$ cat src/rtl/pool_pkg.sv
// Shared definitions for the pooling datapath: default geometry, pixel width
// and the signed maximum used by every pooling block.
package pool_pkg;

    localparam int POOL_DATA_W     = 16;
    localparam int POOL_WIDTH_IMG  = 26;
    localparam int POOL_HEIGHT_IMG = 26;

    // Widest pixel the shared comparator accepts; narrower pixels are sign-extended.
    localparam int POOL_MAX_W = 32;

    typedef logic signed [POOL_MAX_W-1:0] pool_word_t;

    function automatic pool_word_t pool_smax(input pool_word_t a, input pool_word_t b);
        return (a > b) ? a : b;
    endfunction

endpackage

$ cat src/rtl/pool_line_buf.sv
// Half-width line buffer holding the pairwise maxima of the upper row of each
// 2x2 window; one write port and a combinational read port on the same address.
module pool_line_buf #(
    parameter int DEPTH  = 13,
    parameter int DATA_W = 16,
    parameter int AW     = 4
) (
    input  logic                     clk,
    input  logic                     wr_en,
    input  logic [AW-1:0]            addr,
    input  logic signed [DATA_W-1:0] wr_data,
    output logic signed [DATA_W-1:0] rd_data
);

    logic signed [DATA_W-1:0] mem [DEPTH];

    // NOTE: storage arrays carry no reset; every entry is rewritten by the
    // upper row before the lower row reads it, so reset logic would be wasted.
    always_ff @(posedge clk) begin
        if (wr_en) begin
            mem[addr] <= wr_data;
        end
    end

    assign rd_data = mem[addr];

endmodule

$ cat src/rtl/maxpool2x2_stream.sv
// Streaming 2x2 stride-2 max pooling over a raster-order pixel stream, with
// one registered pooled pixel per window and line/frame status pulses.
module maxpool2x2_stream
    import pool_pkg::*;
#(
    parameter int WIDTH_IMG  = POOL_WIDTH_IMG,
    parameter int HEIGHT_IMG = POOL_HEIGHT_IMG,
    parameter int DATA_W     = POOL_DATA_W
) (
    input  logic                     clk,
    input  logic                     rst,
    input  logic                     clear,
    input  logic                     in_valid,
    input  logic signed [DATA_W-1:0] in_data,
    output logic                     out_valid,
    output logic signed [DATA_W-1:0] out_data,
    output logic                     line_done,
    output logic                     frame_done
);

    localparam int CW    = $clog2(WIDTH_IMG);
    localparam int RW    = $clog2(HEIGHT_IMG);
    localparam int DEPTH = WIDTH_IMG / 2;
    localparam int AW    = (DEPTH > 1) ? $clog2(DEPTH) : 1;

    generate
        if (WIDTH_IMG < 2 || (WIDTH_IMG % 2) != 0) begin : g_bad_width
            $error("maxpool2x2_stream: WIDTH_IMG must be even and >= 2");
        end
        if (HEIGHT_IMG < 2 || (HEIGHT_IMG % 2) != 0) begin : g_bad_height
            $error("maxpool2x2_stream: HEIGHT_IMG must be even and >= 2");
        end
        if (DATA_W < 1 || DATA_W > POOL_MAX_W) begin : g_bad_data_w
            $error("maxpool2x2_stream: DATA_W exceeds the shared comparator width");
        end
    endgenerate

    logic [CW-1:0]            col;
    logic [RW-1:0]            row;
    logic signed [DATA_W-1:0] hold;
    logic signed [DATA_W-1:0] pair;
    logic signed [DATA_W-1:0] pooled;
    logic signed [DATA_W-1:0] lb_rd;
    logic [AW-1:0]            lb_addr;
    logic                     lb_wr;
    logic                     col_last;
    logic                     row_last;
    logic                     restart;

    assign col_last = (col == CW'(WIDTH_IMG - 1));
    assign row_last = (row == RW'(HEIGHT_IMG - 1));
    assign restart  = rst || clear;

    // Horizontal max of the current pair, then vertical max against the buffered upper pair.
    assign pair    = DATA_W'(pool_smax(POOL_MAX_W'(hold), POOL_MAX_W'(in_data)));
    assign pooled  = DATA_W'(pool_smax(POOL_MAX_W'(lb_rd), POOL_MAX_W'(pair)));
    assign lb_addr = AW'(col >> 1);
    assign lb_wr   = !restart && in_valid && col[0] && !row[0];

    pool_line_buf #(
        .DEPTH  (DEPTH),
        .DATA_W (DATA_W),
        .AW     (AW)
    ) u_line_buf (
        .clk     (clk),
        .wr_en   (lb_wr),
        .addr    (lb_addr),
        .wr_data (pair),
        .rd_data (lb_rd)
    );

    // NOTE: sequential state uses non-blocking assignments so every register
    // samples pre-edge values regardless of statement order.
    always_ff @(posedge clk) begin
        if (restart) begin
            col        <= '0;
            row        <= '0;
            hold       <= '0;
            out_valid  <= 1'b0;
            out_data   <= '0;
            line_done  <= 1'b0;
            frame_done <= 1'b0;
        end else begin
            out_valid  <= 1'b0;
            line_done  <= 1'b0;
            frame_done <= 1'b0;
            if (in_valid) begin
                if (!col[0]) begin
                    hold <= in_data;
                end else if (row[0]) begin
                    out_valid  <= 1'b1;
                    out_data   <= pooled;
                    line_done  <= col_last;
                    frame_done <= col_last && row_last;
                end

                if (col_last) begin
                    col <= '0;
                    row <= row_last ? '0 : row + 1'b1;
                end else begin
                    col <= col + 1'b1;
                end
            end
        end
    end

endmodule

$ cat config.mk
export PLATFORM = sky130hd
export DESIGN_NAME = maxpool2x2_stream
export DESIGN_NICKNAME = d
export VERILOG_FILES = /design/src/rtl/pool_pkg.sv /design/src/rtl/pool_line_buf.sv /design/src/rtl/maxpool2x2_stream.sv
export SDC_FILE = /design/constraint.sdc
export NUM_CORES = 1
export LEC_CHECK = 0
export CORE_MARGIN = 2
export CORE_UTILIZATION = 30
export CTS_CLUSTER_DIAMETER = 200
export DETAILED_ROUTE_END_ITERATION = 10
export PLACE_DENSITY_LB_ADDON = 0.25
export SETUP_SLACK_MARGIN = 0.4
export SYNTH_ARGS = -nofsm -noshare
export SYNTH_HDL_FRONTEND = slang
export SYNTH_HIERARCHICAL = 1
export SYNTH_SLANG_ARGS = --single-unit
$ cat constraint.sdc
create_clock -name clk -period 5.2 [get_ports clk]
set_input_delay 1.04 -clock clk [delete_from_list [all_inputs] [get_ports clk]]
set_output_delay 1.04 -clock clk [all_outputs]
set_load 0.02 [all_outputs]
==> metrics.yaml <==
run_status: "complete, no violations"
fin_cells: 1268
r2r-end: "out_data[3]"
n_fill_cell: 3457
yosys_warnings: 6
initial_core_util_pct: 30.5
layout_commonest_cell: "edfxtp_1"
grt_antenna_before_repair: 0
wl_met3_microns: 1290
setup_viol: 0
post-cts-setup-buffers: 0
synth_cell_type_count: 50
clk_path_buf_depth: 3
mostFrequentLayoutCells: "edfxtp_1, mux2i_1, nand2_1, a21oi_1, dfxtp_1"
worstSkewPairLatency_ns: 0.55
skew_ns: 0.0121
finalSetupTns_ns: 0
met2WireLength_microns: 12100
synth.largest_area_cell: "edfxtp_1"
min-delay-start: "hold[0]"
seqCellArea_sq_um: 7150
antenna_cells: 0
tritoncts: "done"
top_layer: "met4"
routed_wl_microns: 26400
final_util_pct: 35.9
h-tree-depth: 1
ys_async_sr_fraction_pct: 0
yosysSeqAreaShare_pct: 64.1
grt_max_degree: 51
wl_met1_microns: 12700
dieArea_sq_um: 38700
r2r_start: "col[1]"
ys_ff_latch: 253
slowest_stage: "clkdlybuf4s50_1"
reg2reg_depth: 10
synthFlopType: "edfxtp_1"
vdd_drop_max_uv: 236
finish.instance_area_sq_um: 13200
fin_ws_ns: 0.616
relSlewSlack_pct: 34.7
crit_path_end_kind: "flop"
slowest_delay_ns: 0.55
io_buffers: 38
dp_hpwl_microns: 17400
cts-root-buf: "clkbuf_16"
firstDrtPassIters: 5
synth_nets: 762
numCtsBuffers: 28
syn-cell-area_sq_um: 11100
syn_avg_cell_area_sq_um: 15.8
grt_pass1_vias: 6329
tightestPinTransition_ns: 0.980
clock.fmax_mhz: 218
multi_input_area_sq_um: 3660
drive_gt1_share_pct: 20.9
track_usage_pct: 13.7
num_rows: 70
cp_top_family: "compound AO/OA/AOI/OAI gates"
p_per_area_nw_per_um2: 327
ios: 39
syn_to_final_growth_pct: 18.0
die_w_microns: 197
gp_congestion: 0.842
ys_top_cells_by_area: "edfxtp_1, dfxtp_1, mux4_2"
cp_max_fo: 16
start_kind: "input pin"
drc_errors: 0
min_to: "hold[0]"
critPathArrivalTime_ns: 5.05
place_ws_ns: 0.0779
period_share_pct: 88.1
path_cells: "clkdlybuf4s50_1 > inv_1 > ha_1 > nand4_2 > nor4_1 > buf_4 > a211o_1 > buf_4 > mux2_2 > ha_1 > a21o_1 > a2111oi_2 > o311a_2 > nand3_4 > a211o_4 > o21ai_0"
die_h_microns: 197
grt_pass1_wl_microns: 40200
hold_violations: 0
max_cap_violations: 0
rsz0062_at_grt: "false"
place_inst: 1218
vias: 6297
yosys.area.top_type_share_pct: 56.0
ant_nets: 0
drt-initial-drc-count: 448
fin_nets: 836
post_drt_wl_per_cell_microns: 20.9
leakagePower_uw: 0.00452
core-area_sq_um: 36600
min_path_cells: 2
r2r_slack_ns: 1.28
path_buf_inv: 4
hold_class: "flop to flop"
period_needed_ns: 4.58
clk_pin_slew_ns: 0.06
slew_violations: 0
synth-edff-count: 208
post_drt_via_cell_ratio: 4.97
worstPathRequired_ns: 5.67
overflow: 0
dpl_cell_area_sq_um: 12300
path_class: "input pin to flop"
netlist_instances: 706
numClockSinks: 253
## metal layers
layer	GRT usage [%]	vias up
li1	-	2932
met1	20.1	3191
met2	22.1	144
met3	2.02	30
met4	2.26	0
met5	0	-
## worst max path at each step
stage / start / cells past startpoint / slack, ns / end
CTS: in_data[13] / 16 / 0.62 / out_data[3]
floorplan: in_data[15] / 18 / 0.53 / out_data[12]
detailed placement: in_data[13] / 16 / 0.08 / out_data[3]
finish: in_data[13] / 16 / 0.62 / out_data[3]
global route: in_data[7] / 16 / 0.42 / out_data[2]
global placement: in_data[14] / 16 / 0.14 / out_data[1]
## through the flow
| step | total power [uW] | hold WS (ns) |
|---|---|---|
| detailed placement | 2540 | 0.484 |
| finish | 4300 | 0.491 |
| floorplan | 2450 | 0.461 |
| CTS | 4350 | 0.494 |
| global placement | 2540 | 0.476 |
| global route | 4460 | 0.527 |
## report_power, final
part	internal, uW	switching (uW)	total (uW)
sequential	2220	13.5	2230
combinational	106	159	264
clock	1020	784	1800
## logic make-up (layout without fill, tap and decap cells)
logic type,Yosys count,in the layout,share of synthesized area (%)
flip-flops,253,253,64.1
multiplexers,112,112,16.4
AND/OR/NAND/NOR,112,112,4.92
AO/OA/AOI/OAI,110,110,6.54
buffers and inverters,76,170,3.48
adder cells (fa/ha/maj),36,36,4.04
XOR/XNOR,7,7,0.550
## worst reg2reg max path, delay by kind of cell (launching register included)
kind / cells / cell delay [ns]
AO/OA/AOI/OAI: 7 / 1.77
adder cells (fa/ha/maj): 1 / 0.36
flip-flops: 1 / 0.97
multiplexers: 1 / 0.65
AND/OR/NAND/NOR: 1 / 0.08
## final cells by class
type	count	share of cell area (%)
Timing Repair Buffer	83	5.84
Tap cell	468	4.45
Inverter	37	1.06
Clock buffer	37	5.74
Sequential cell	253	54.4
Multi-Input combinational cell	377	27.8
Clock inverter	13	0.685
## registers in the layout (all words and copies together) (netlist names)
name,cells
u_line_buf/mem,208
hold,16
out_data,16
col,5
row,5
frame_done,1
line_done,1
out_valid,1
## timing repair
action	4_1_cts	5_1_grt
setup endpoints to repair	0	16
gates resized for setup	0	1
hold buffers	0	0
## cell usage after synthesis (all sizes together), types with 4 or more instances
cell type / instances
edfxtp: 208
mux2i: 48
mux4: 48
dfxtp: 45
a21oi: 44
nand2: 44
inv: 37
ha: 36
buf: 25
nor2: 24
o21ai: 21
a32oi: 16
mux2: 16
o22ai: 16
clkbuf: 14
nand4: 11
nand3: 6
xor2: 6
nand2b: 5
nor3: 5
and2: 4
(Power assumes the default switching activity.)
